==> src/rtl/shift_pkg.sv <==
// -----------------------------------------------------------------------------
// shift_pkg
// Shared definitions for the shift arbiter slice:
//   - DATA_W / SHAMT_W : operand width and shift-amount width
//   - state_t          : FSM encoding used by shift_arbiter (IDLE/EXEC/RESP)
//   - cmd_t            : one captured command (operand, shift amount, direction)
//   - rr_pick()        : two-way round-robin grant decision
// -----------------------------------------------------------------------------
package shift_pkg;

    localparam int DATA_W  = 8;
    localparam int SHAMT_W = 3;

    typedef enum logic [1:0] {
        IDLE = 2'd0,
        EXEC = 2'd1,
        RESP = 2'd2
    } state_t;

    typedef struct packed {
        logic [DATA_W-1:0]  data;
        logic [SHAMT_W-1:0] shamt;
        logic               lr;     // 0 = left, 1 = right
    } cmd_t;

    // With both requesters valid the one not served last wins; with only one
    // valid that one wins. The result is don't-care when nothing is valid.
    function automatic logic rr_pick(input logic [1:0] valid, input logic last);
        if (valid == 2'b11) begin
            return ~last;
        end
        return valid[1];
    endfunction

endpackage

==> src/rtl/shift_core.sv <==
// -----------------------------------------------------------------------------
// shift_core
// Purely combinational logical shifter with zero fill.
// Built as a log2 barrel: stage k shifts by 2**k when bit k of the shift
// amount is set, in the direction selected by i_lr.
// Ports:
//   i_in       : operand
//   i_shift    : shift amount 0..2**SHAMT_W-1
//   i_lr       : 0 = shift left, 1 = shift right
//   o_data_out : shifted result
// -----------------------------------------------------------------------------
module shift_core
    import shift_pkg::*;
(
    input  logic [DATA_W-1:0]  i_in,
    input  logic [SHAMT_W-1:0] i_shift,
    input  logic               i_lr,
    output logic [DATA_W-1:0]  o_data_out
);

    genvar gi;
    generate
        for (gi = 0; gi < SHAMT_W; gi++) begin : g_stage
            localparam int STEP = 1 << gi;
            logic [DATA_W-1:0] w_src;
            logic [DATA_W-1:0] w_out;

            if (gi == 0) begin : g_first
                assign w_src = i_in;
            end else begin : g_next
                assign w_src = g_stage[gi-1].w_out;
            end

            always_comb begin
                w_out = w_src;
                if (i_shift[gi]) begin
                    if (i_lr) begin
                        w_out = w_src >> STEP;
                    end else begin
                        w_out = w_src << STEP;
                    end
                end
            end
        end
    endgenerate

    assign o_data_out = g_stage[SHAMT_W-1].w_out;

endmodule

==> src/rtl/shift_arbiter.sv <==
// -----------------------------------------------------------------------------
// shift_arbiter
// Two requesters share one shift unit. A round-robin arbiter grants one
// command at a time in IDLE; the command is captured, shifted in EXEC and the
// result is presented in RESP until the consumer takes it. Commands are never
// queued: a requester simply holds valid until it sees req_ready.
// Ports:
//   clk, rst             : clock, synchronous active-high reset
//   req_valid[1:0]       : per-requester command valid
//   req_ready[1:0]       : per-requester command accepted this cycle (one-hot)
//   req{0,1}_in          : operand byte
//   req{0,1}_shift       : shift amount 0..7
//   req{0,1}_LR          : 0 = left, 1 = right
//   rsp_valid/rsp_ready  : result handshake
//   rsp_data             : shifted result
//   rsp_id               : requester that owns rsp_data
//   op_count             : completed operations, wraps 255 -> 0
// -----------------------------------------------------------------------------
module shift_arbiter
    import shift_pkg::*;
#(
    parameter int NREQ = 2
) (
    input  logic                clk,
    input  logic                rst,
    input  logic [NREQ-1:0]     req_valid,
    output logic [NREQ-1:0]     req_ready,
    input  logic [DATA_W-1:0]   req0_in,
    input  logic [DATA_W-1:0]   req1_in,
    input  logic [SHAMT_W-1:0]  req0_shift,
    input  logic [SHAMT_W-1:0]  req1_shift,
    input  logic                req0_LR,
    input  logic                req1_LR,
    output logic                rsp_valid,
    input  logic                rsp_ready,
    output logic [DATA_W-1:0]   rsp_data,
    output logic                rsp_id,
    output logic [7:0]          op_count
);

    // -------------------------------------------------------------------------
    // State
    // -------------------------------------------------------------------------
    state_t             r_state;
    logic               r_last;        // index served most recently
    cmd_t               r_cmd;         // command captured at acceptance
    logic               r_cmd_id;      // owner of r_cmd
    logic               r_rsp_valid;
    logic [DATA_W-1:0]  r_rsp_data;
    logic               r_rsp_id;
    logic [7:0]         r_op_count;

    // -------------------------------------------------------------------------
    // Arbitration and command select
    // -------------------------------------------------------------------------
    cmd_t               w_cmd [NREQ];
    cmd_t               w_sel_cmd;
    logic               w_grant;
    logic               w_accept;
    logic [NREQ-1:0]    w_ready;
    logic [DATA_W-1:0]  w_shifted;

    assign w_cmd[0] = '{data: req0_in, shamt: req0_shift, lr: req0_LR};
    assign w_cmd[1] = '{data: req1_in, shamt: req1_shift, lr: req1_LR};

    assign w_grant   = rr_pick(req_valid, r_last);
    assign w_sel_cmd = w_cmd[w_grant];

    // Ready is combinational so a command is taken in the same cycle it is
    // offered; rst gates it so nothing is acknowledged while being cleared.
    assign w_accept = (r_state == IDLE) && !rst && req_valid[w_grant];

    genvar gi;
    generate
        for (gi = 0; gi < NREQ; gi++) begin : g_ready
            assign w_ready[gi] = w_accept && (w_grant == gi[0]);
        end
    endgenerate

    assign req_ready = w_ready;

    // -------------------------------------------------------------------------
    // Shift datapath, fed only from the captured command so the requester is
    // free to change its inputs once accepted.
    // -------------------------------------------------------------------------
    shift_core u_shift_core (
        .i_in       (r_cmd.data),
        .i_shift    (r_cmd.shamt),
        .i_lr       (r_cmd.lr),
        .o_data_out (w_shifted)
    );

    // -------------------------------------------------------------------------
    // Control FSM with registered outputs
    // -------------------------------------------------------------------------
    always_ff @(posedge clk) begin
        if (rst) begin
            r_state     <= IDLE;
            r_last      <= 1'b1;       // requester 0 wins the first tie
            r_cmd       <= '0;
            r_cmd_id    <= 1'b0;
            r_rsp_valid <= 1'b0;
            r_rsp_data  <= '0;
            r_rsp_id    <= 1'b0;
            r_op_count  <= '0;
        end else begin
            case (r_state)
                IDLE: begin
                    if (w_accept) begin
                        r_cmd    <= w_sel_cmd;
                        r_cmd_id <= w_grant;
                        r_last   <= w_grant;
                        r_state  <= EXEC;
                    end
                end

                EXEC: begin
                    r_rsp_data  <= w_shifted;
                    r_rsp_id    <= r_cmd_id;
                    r_rsp_valid <= 1'b1;
                    r_state     <= RESP;
                end

                RESP: begin
                    // rsp_ready only matters here; data and id stay frozen
                    // until the consumer takes them.
                    if (rsp_ready) begin
                        r_rsp_valid <= 1'b0;
                        r_op_count  <= r_op_count + 8'd1;
                        r_state     <= IDLE;
                    end
                end

                default: begin
                    r_rsp_valid <= 1'b0;
                    r_state     <= IDLE;
                end
            endcase
        end
    end

    assign rsp_valid = r_rsp_valid;
    assign rsp_data  = r_rsp_data;
    assign rsp_id    = r_rsp_id;
    assign op_count  = r_op_count;

endmodule
==> config.mk <==
export PLATFORM = sky130hd
export DESIGN_NAME = shift_arbiter
export DESIGN_NICKNAME = d
export VERILOG_FILES = /design/src/rtl/shift_pkg.sv /design/src/rtl/shift_core.sv /design/src/rtl/shift_arbiter.sv
export SDC_FILE = /design/constraint.sdc
export NUM_CORES = 1
export LEC_CHECK = 0
export ABC_AREA = 1
export CAP_MARGIN = 20
export CELL_PAD_IN_SITES_DETAIL_PLACEMENT = 1
export CELL_PAD_IN_SITES_GLOBAL_PLACEMENT = 2
export CORE_MARGIN = 2
export CORE_UTILIZATION = 25
export CTS_CLUSTER_DIAMETER = 40
export CTS_CLUSTER_SIZE = 10
export DETAILED_ROUTE_END_ITERATION = 10
export PLACE_DENSITY_LB_ADDON = 0.1
export SYNTH_ARGS = -nofsm -noshare
export SYNTH_HDL_FRONTEND = slang
export SYNTH_SLANG_ARGS = --single-unit
==> constraint.sdc <==
create_clock -name clk -period 1.5 [get_ports clk]
set_input_delay 0.15 -clock clk [delete_from_list [all_inputs] [get_ports clk]]
set_output_delay 0.15 -clock clk [all_outputs]
set_load 0.1 [all_outputs]
==> results of run 1 <==
==> cells by family (layout without fill, tap and decap cells) <==
| kind of cell | after synthesis | in the layout |
|---|---|---|
| buffers and inverters | 32 | 96 |
| AOI/OAI and AO/OA | 50 | 50 |
| xor gates and xnor gates | 1 | 1 |
| DFF | 34 | 34 |
| and+or+nand+nor | 139 | 139 |
| adders and majority gates | 1 | 1 |
==> registers in the layout (all words and copies together) (netlist names) <==
name / count
op_count: 8
r_cmd: 12
r_cmd_id: 1
r_last: 1
r_state: 2
rsp_data: 8
rsp_id: 1
rsp_valid: 1
==> final timing paths <==
path,startpoint,to,slack [ps],depth (start not counted)
max,r_state[0],req_ready[0],60,5
max reg2reg,r_cmd[1],rsp_data[7],140,8
min reg2reg,r_cmd_id,rsp_id,480,2
min,req_valid[1],r_last,340,3
==> critical path, delay by kind of cell, from the launching register on <==
| kind | cells | cell delay (ps) |
|---|---|---|
| simple gates | 3 | 370 |
| buf+inv | 2 | 280 |
| flops | 1 | 330 |
==> power by group through the flow <==
| stage | clock network [W] | registers (W) | logic (W) |
|---|---|---|---|
| 2_1_floorplan | 0 | 0.00123 | 0.000282 |
| 3_3_place_gp | 0 | 0.00105 | 0.000805 |
| 3_5_place_dp | 0 | 0.00105 | 0.000810 |
| 4_1_cts | 0.000866 | 0.00103 | 0.000821 |
| 5_1_grt | 0.000900 | 0.00104 | 0.000881 |
| 6_report | 0.000832 | 0.00103 | 0.000813 |
==> per-stage QoR <==
step | hold WS, ps | worst slack (ps) | TNS, ps | total power (W) | util
detailed placement | 466.5 | -68.49 | -959.9 | 0.001860 | 0.3893
global route | 353.1 | 2.764 | 0 | 0.002819 | 0.4090
floorplan | 308.9 | -3.535 | -3.535 | 0.001513 | -
global placement | 464.2 | -59.30 | -294.9 | 0.001854 | 0.3893
CTS | 359.8 | 40.76 | 0 | 0.002717 | 0.4081
finish | 341.4 | 64.92 | 0 | 0.002674 | 0.4090
==> routing by layer <==
metal / wire length (µm) / track usage / vias up
li1: - / - / 974
met1: 2619 / 0.2060 / 834
met4: 53 / 0.04196 / 0
met3: 186 / 0.03393 / 6
met2: 2411 / 0.2431 / 40
met5: 0 / 0 / -
==> repair_timing <==
| item | in CTS | in global routing |
|---|---|---|
| setup buffers | 3 | 0 |
| endpoints found under the setup margin | 2 | 10 |
| resized for setup | 4 | 3 |
| hold endpoints to repair | 0 | 0 |
| pin swaps | 3 | 0 |
==> area by class of cell <==
type                       count  area, µm²  area share
clock buffer                   7      76.32     0.02747
clock inverter                 1      30.03     0.01081
inverter                      23      86.33     0.03107
multi-input combinational    191      939.7      0.3381
sequential                    34      696.9      0.2508
tap                           96      120.1     0.04322
timing repair buffer          65      829.5      0.2985
==> Yosys cell counts (all sizes together), types with 2 or more instances <==
| cell | instances |
|---|---|
| nor3 | 3 |
| nor2 | 14 |
| o21ai | 16 |
| a211oi | 2 |
| nand2 | 86 |
| a21oi | 19 |
| buf | 6 |
| or2 | 3 |
| clkbuf | 3 |
| inv | 22 |
| nor3b | 3 |
| nand3 | 29 |
| a31oi | 12 |
| dfxtp | 34 |
==> layout by cell type, fill, tap and decap left out, types with 3 or more instances in the layout <==
cell type        netlist  final
clkbuf_8               0      5
or2_2                  3      3
dfxtp_4                0      3
buf_4                  0     15
dlygate4sd2_1          0      3
nand3_1               28     28
o21ai_0               15     15
a21oi_1               19     19
a31oi_1               12     12
buf_12                 0     22
dfxtp_2                0      4
clkdlybuf4s50_1        0     25
dfxtp_1               34     27
nor2_1                10      8
nand2_1               85     84
inv_1                 21     21
nor2_2                 2      4
==> flow_metrics.py, run 1 <==
metrics = {
    "run_status": {
        "status": "completed",
    },
    "floorplanning": {
        "core_mm2": 0.006794,
        "rows": 30,
        "die_area_mm2": 0.007697,
        "start_util": 0.2580,
        "ios": 49,
        "die_x_um": 87.74,
        "die_h_um": 87.74,
    },
    "worst_setup_path": {
        "arrival_ps": 1290,
        "worstPathCellList": "nor3_4 -> nand2_4 -> nor2_4 -> buf_12 -> buf_12",
        "cp_max_fo": 3,
        "path_common_cell": "buf_12",
        "required_ps": 1350,
        "endpoint_kind": "output port",
        "critPathSlowestCell": "dfxtp_2",
        "crit_type": "reg2out",
        "slowest_delay_ps": 330,
        "critPathLaunchType": "flip-flop",
    },
    "synthesis": {
        "synthSimpleGateAreaFrac": 0.3640,
        "synth_fp_nets": 287,
        "netlist.area_leader.share": 0.3883,
        "synth_warnings": 0,
        "syn-cell-area_mm2": 0.001753,
        "synth_compound_area_frac": 0.1556,
        "synth.area.top_cells": "dfxtp_1 (39%), nand2_1 (18%), nand3_1 (8.0%)",
        "yosysTopAreaCell": "dfxtp_1",
        "synth_top_family_by_area": "simple AND/OR/NAND/NOR gates",
        "ys_seq_area_frac": 0.3883,
        "synth_ff_type": "dfxtp_1",
        "syn_avg_cell_area_um2": 6.821,
        "synth.ff_latch_count": 34,
        "async_reset_ff_frac": 0,
        "synth_edf_count": 0,
        "yosys.area_share.adder": 0.007138,
        "ys_types": 29,
        "syn_inst": 257,
        "synth-xor-area-share": 0.004996,
        "synth.area.mux_share": 0,
    },
    "finish": {
        "nets": 350,
        "design_area_mm2": 0.002779,
        "stdcell_count": 417,
        "n_fill_cell": 823,
        "antenna_cells": 0,
        "area_growth_pct": 58.53,
        "drive_gt1_frac": 0.2056,
    },
    "sta": {
        "rsz0062_at_grt": "no",
        "finalCriticalPeriod_ps": 1435,
        "slew_violations": 0,
        "fmax_ghz": 0.6968,
        "hold_viol": 0,
        "fin_crit_sh": 0.9567,
        "maxSlewHeadroom": 0.7849,
        "tightest_slew_ps": 322.4,
        "skew_ps": 2.696,
        "setup_viol": 0,
    },
    "hold_path": {
        "hold_class": "in2reg",
    },
    "routing": {
        "wire_per_inst_um": 12.64,
        "ant_nets": 0,
        "via_per_inst": 4.446,
        "drcViolationCount": 0,
        "drtIter0Drc": 57,
        "wl_um": 5271,
        "via_count": 1854,
        "firstDrtPassIters": 4,
    },
    "job": {
        "cap_violations": 0,
    },
    "global_route": {
        "grt_usage": 0.1520,
        "grt-ovfl-total": 0,
        "grt_max_degree": 22,
        "grt_pass1_vias": 1889,
        "grt_pass1_wl_um": 9211,
        "antenna_found_initial": 0,
    },
    "clocking": {
        "clk_pin_slew_ps": 70,
        "clk_path_buf_depth": 2,
        "htreeDepth": 2,
        "cts_tree": "done",
        "cts_hold_buf": 0,
        "cts_made_buffers": 5,
        "cts.sinks": 34,
        "worstSkewPairLatency_ps": 290,
        "clockRootBuffer": "clkbuf_8",
    },
    "placement": {
        "placed_cells": 406,
        "port_buffers": 48,
        "place_congestion": 0.7980,
        "placed_cell_area_mm2": 0.002645,
        "dp_hpwl_um": 4119,
    },
    "power_and_ir_drop": {
        "leakage_nw": 1.095,
        "p_per_area_mw_per_mm2": 962.2,
        "power.switching_w": 0.0008880,
        "combPwrFrac": 0.304,
        "vdd_ir_drop_max_mv": 0.2919,
        "switching_share": 0.3321,
        "p_int_w": 0.001786,
        "pwr-share-seq": 0.385,
        "power.share.clock": 0.311,
    },
}
Note: power is estimated with default switching activity, not from simulation.
==> run 2, diff against run 1 <==
--- a/config.mk
+++ b/config.mk
@@ -5,13 +5,13 @@
 export SDC_FILE = /design/constraint.sdc
 export NUM_CORES = 1
 export LEC_CHECK = 0
-export ABC_AREA = 1
+export ABC_AREA = 0
 export CAP_MARGIN = 20
 export CELL_PAD_IN_SITES_DETAIL_PLACEMENT = 1
 export CELL_PAD_IN_SITES_GLOBAL_PLACEMENT = 2
 export CORE_MARGIN = 2
-export CORE_UTILIZATION = 25
-export CTS_CLUSTER_DIAMETER = 40
+export CORE_UTILIZATION = 26
+export CTS_CLUSTER_DIAMETER = 60
 export CTS_CLUSTER_SIZE = 10
 export DETAILED_ROUTE_END_ITERATION = 10
 export PLACE_DENSITY_LB_ADDON = 0.1
==> constraint.sdc (replaced) <==
create_clock -name clk -period 1.15 [get_ports clk]
set_input_delay 0.115 -clock clk [delete_from_list [all_inputs] [get_ports clk]]
set_output_delay 0.115 -clock clk [all_outputs]
set_load 0.1 [all_outputs]
==> run 2 against run 1 <==
  * The flow now finishes with violations (setup timing)
  * Combinational power up 86%
  * Clock-buffer cell count fell by 1
  * Sequential share of layout area is 5.1 points lower
==> flow_metrics.py, run 2 <==
metrics = {
    "worst_setup_path": {
        "critPathLaunchType": "flip-flop",
        "required_ps": 1030,
        "crit_type": "reg2out",
        "cp_max_fo": 2,
        "arrival_ps": 1620,
        "endpoint_kind": "output port",
    },
    "routing": {
        "via_per_inst": 4.655,
        "drcViolationCount": 0,
        "firstDrtPassIters": 3,
        "via_count": 1913,
        "drtIter0Drc": 25,
        "wl_met1_um": 2702,
        "dr_wl_met2_um": 3100,
        "wire_per_inst_um": 14.50,
        "dr.max_layer_used": "met4",
        "ant_nets": 0,
        "wl_met3_um": 138,
        "wl_um": 5961,
    },
    "run_status": {
        "violations": "setup timing",
        "status": "finished, violations left",
    },
    "synthesis": {
        "syn_avg_cell_area_um2": 8.983,
        "synth_warnings": 0,
        "syn-cell-area_mm2": 0.001904,
        "ys_top_cells_by_count": "nor2_1 (35), dfxtp_1 (34), mux2i_1 (20), a211oi_1 (16), nand2_1 (12)",
        "netlist.area_leader.share": 0.3574,
        "syn_inst": 212,
        "synth_ff_type": "dfxtp_1",
        "synth.ff_latch_count": 34,
        "synth.area.top_cells": "dfxtp_1 (36%), mux2i_1 (11%), nor2_1 (6.9%)",
        "ys_types": 44,
        "yosysTopAreaCell": "dfxtp_1",
        "async_reset_ff_frac": 0,
        "synth_fp_nets": 242,
        "ys_seq_area_frac": 0.3574,
        "synth_most_common_cell": "nor2_1",
        "synth_edf_count": 0,
    },
    "global_route": {
        "grt-ovfl-total": 0,
        "antenna_found_initial": 0,
        "grt_usage": 0.1600,
        "grt_pass1_vias": 1979,
        "grt_pass1_wl_um": 9873,
        "grt_max_degree": 34,
    },
    "sta": {
        "setup_ws_ps": -582.4,
        "fmax_ghz": 0.5772,
        "fin_crit_sh": 1.506,
        "maxSlewHeadroom": 0.6933,
        "skew_ps": 3.519,
        "finalCriticalPeriod_ps": 1732,
        "hold_viol": 0,
        "tightest_slew_ps": 460.1,
        "slew_violations": 0,
        "setup_viol": 34,
        "rsz0062_at_grt": "yes",
    },
    "floorplanning": {
        "die_area_mm2": 0.008025,
        "core_mm2": 0.007176,
        "die_x_um": 89.58,
        "rows": 31,
        "ios": 49,
        "start_util": 0.2654,
        "die_h_um": 89.58,
    },
    "clocking": {
        "cts.sinks": 34,
        "htreeDepth": 2,
        "clockRootBuffer": "clkbuf_8",
        "cts_made_buffers": 5,
        "cts_hold_buf": 0,
        "clk_pin_slew_ps": 70,
        "worstSkewPairLatency_ps": 290,
        "cts_tree": "done",
        "clk_path_buf_depth": 2,
    },
    "placement": {
        "dp_slack_ps": -667.9,
        "place_congestion": 0.7728,
        "placed_cells": 387,
        "port_buffers": 48,
        "dp_hpwl_um": 4358,
    },
    "power_and_ir_drop": {
        "p_per_area_mw_per_mm2": 1059,
        "vdd_ir_drop_max_mv": 0.4169,
        "leakage_nw": 1.363,
    },
    "finish": {
        "area_growth_pct": 88.90,
        "stdcell_count": 411,
        "drive_gt1_frac": 0.5192,
        "final_common_cell": "buf_4",
        "regMostFlops": "r_cmd",
        "largest_reg_flops": 12,
        "nets": 341,
        "final_cell_mix": "buf_4 (42), clkdlybuf4s50_1 (28), nor2_1 (26), buf_12 (25)",
        "antenna_cells": 0,
    },
    "hold_path": {
        "hold_class": "reg2reg",
    },
    "job": {
        "cap_violations": 0,
    },
}
[run 2: cell count changes after synthesis, moves of 7 or more]
cell	change
nand2_1	-73
nor2_1	+25
nand3_1	-22
mux2i_1	+20
inv_1	-18
a211oi_1	+14
a21oi_1	-13
o21ai_0	-9
a31oi_1	-7
mux2_2	+7
[run 2: area by class of cell]
type	count	area [µm²]
Clock buffer	6	82.58
Tap cell	99	123.9
Sequential cell	34	718.2
Inverter	4	27.53
Clock inverter	2	12.51
Timing Repair Buffer	109	1265
Multi-Input combinational cell	157	1368
Fill cell	778	3578
[run 2: final timing paths]
| check | startpoint | to | slack (ps) | cells after the start |
|---|---|---|---|---|
| setup / recovery | r_state[0] | req_ready[0] | -580 | 4 |
| hold / removal | r_cmd_id | rsp_id | 470 | 2 |
| setup reg to reg | r_cmd[0] | rsp_data[4] | -510 | 5 |
| hold reg to reg | r_cmd_id | rsp_id | 470 | 2 |
[run 2: power by group]
| group | internal [W] | switching, W |
|---|---|---|
| Sequential | 0.00125 | 0.0000914 |
| Clock | 0.000482 | 0.000478 |
| Combinational | 0.000769 | 0.000743 |
| Total | 0.00250 | 0.00131 |
[run 2: what timing repair did]
item	4_1_cts	5_1_grt
buffers inserted	16	5
gates resized for setup	55	26
setup endpoints to repair	30	36
hold endpoints to repair	0	0
cloned	0	1
pin swaps	30	14
[run 2: critical path: stages, from the launching register on]
cell	delay [ps]
dfxtp_2	330
or4_4	580
buf_6	150
nor2_4	90
buf_12	180
[run 2: logic make-up (layout without fill, tap and decap cells)]
family / count (synthesis) / in the layout / synth area share
fa+ha+maj: 1 / 1 / 0.006569
compound gates: 43 / 43 / 0.1564
xor+xnor: 7 / 7 / 0.03220
simple gates: 74 / 74 / 0.1840
buf+inv: 21 / 121 / 0.05978
mux: 32 / 32 / 0.2037
flops: 34 / 34 / 0.3574
[run 2: per-layer routing]
| layer | vias to the layer above | track usage |
|---|---|---|
| met5 | - | 0 |
| met4 | 0 | 0.03256 |
| met3 | 2 | 0.03016 |
| met2 | 32 | 0.2814 |
| met1 | 916 | 0.2038 |
| li1 | 963 | - |
[run 2: metrics by stage]
stage	util	hold WS (ps)	instance area, µm²	TNS [ps]	total power (W)
floorplan	-	275.3	2031	-6709	0.002089
global placement	0.4319	456.0	3099	-15480	0.002621
detailed placement	0.4319	457.7	3099	-16360	0.002634
CTS	0.4901	470.3	3517	-10430	0.003818
global route	0.5013	491.4	3597	-12010	0.004001
finish	0.5013	470.7	3597	-10210	0.003810
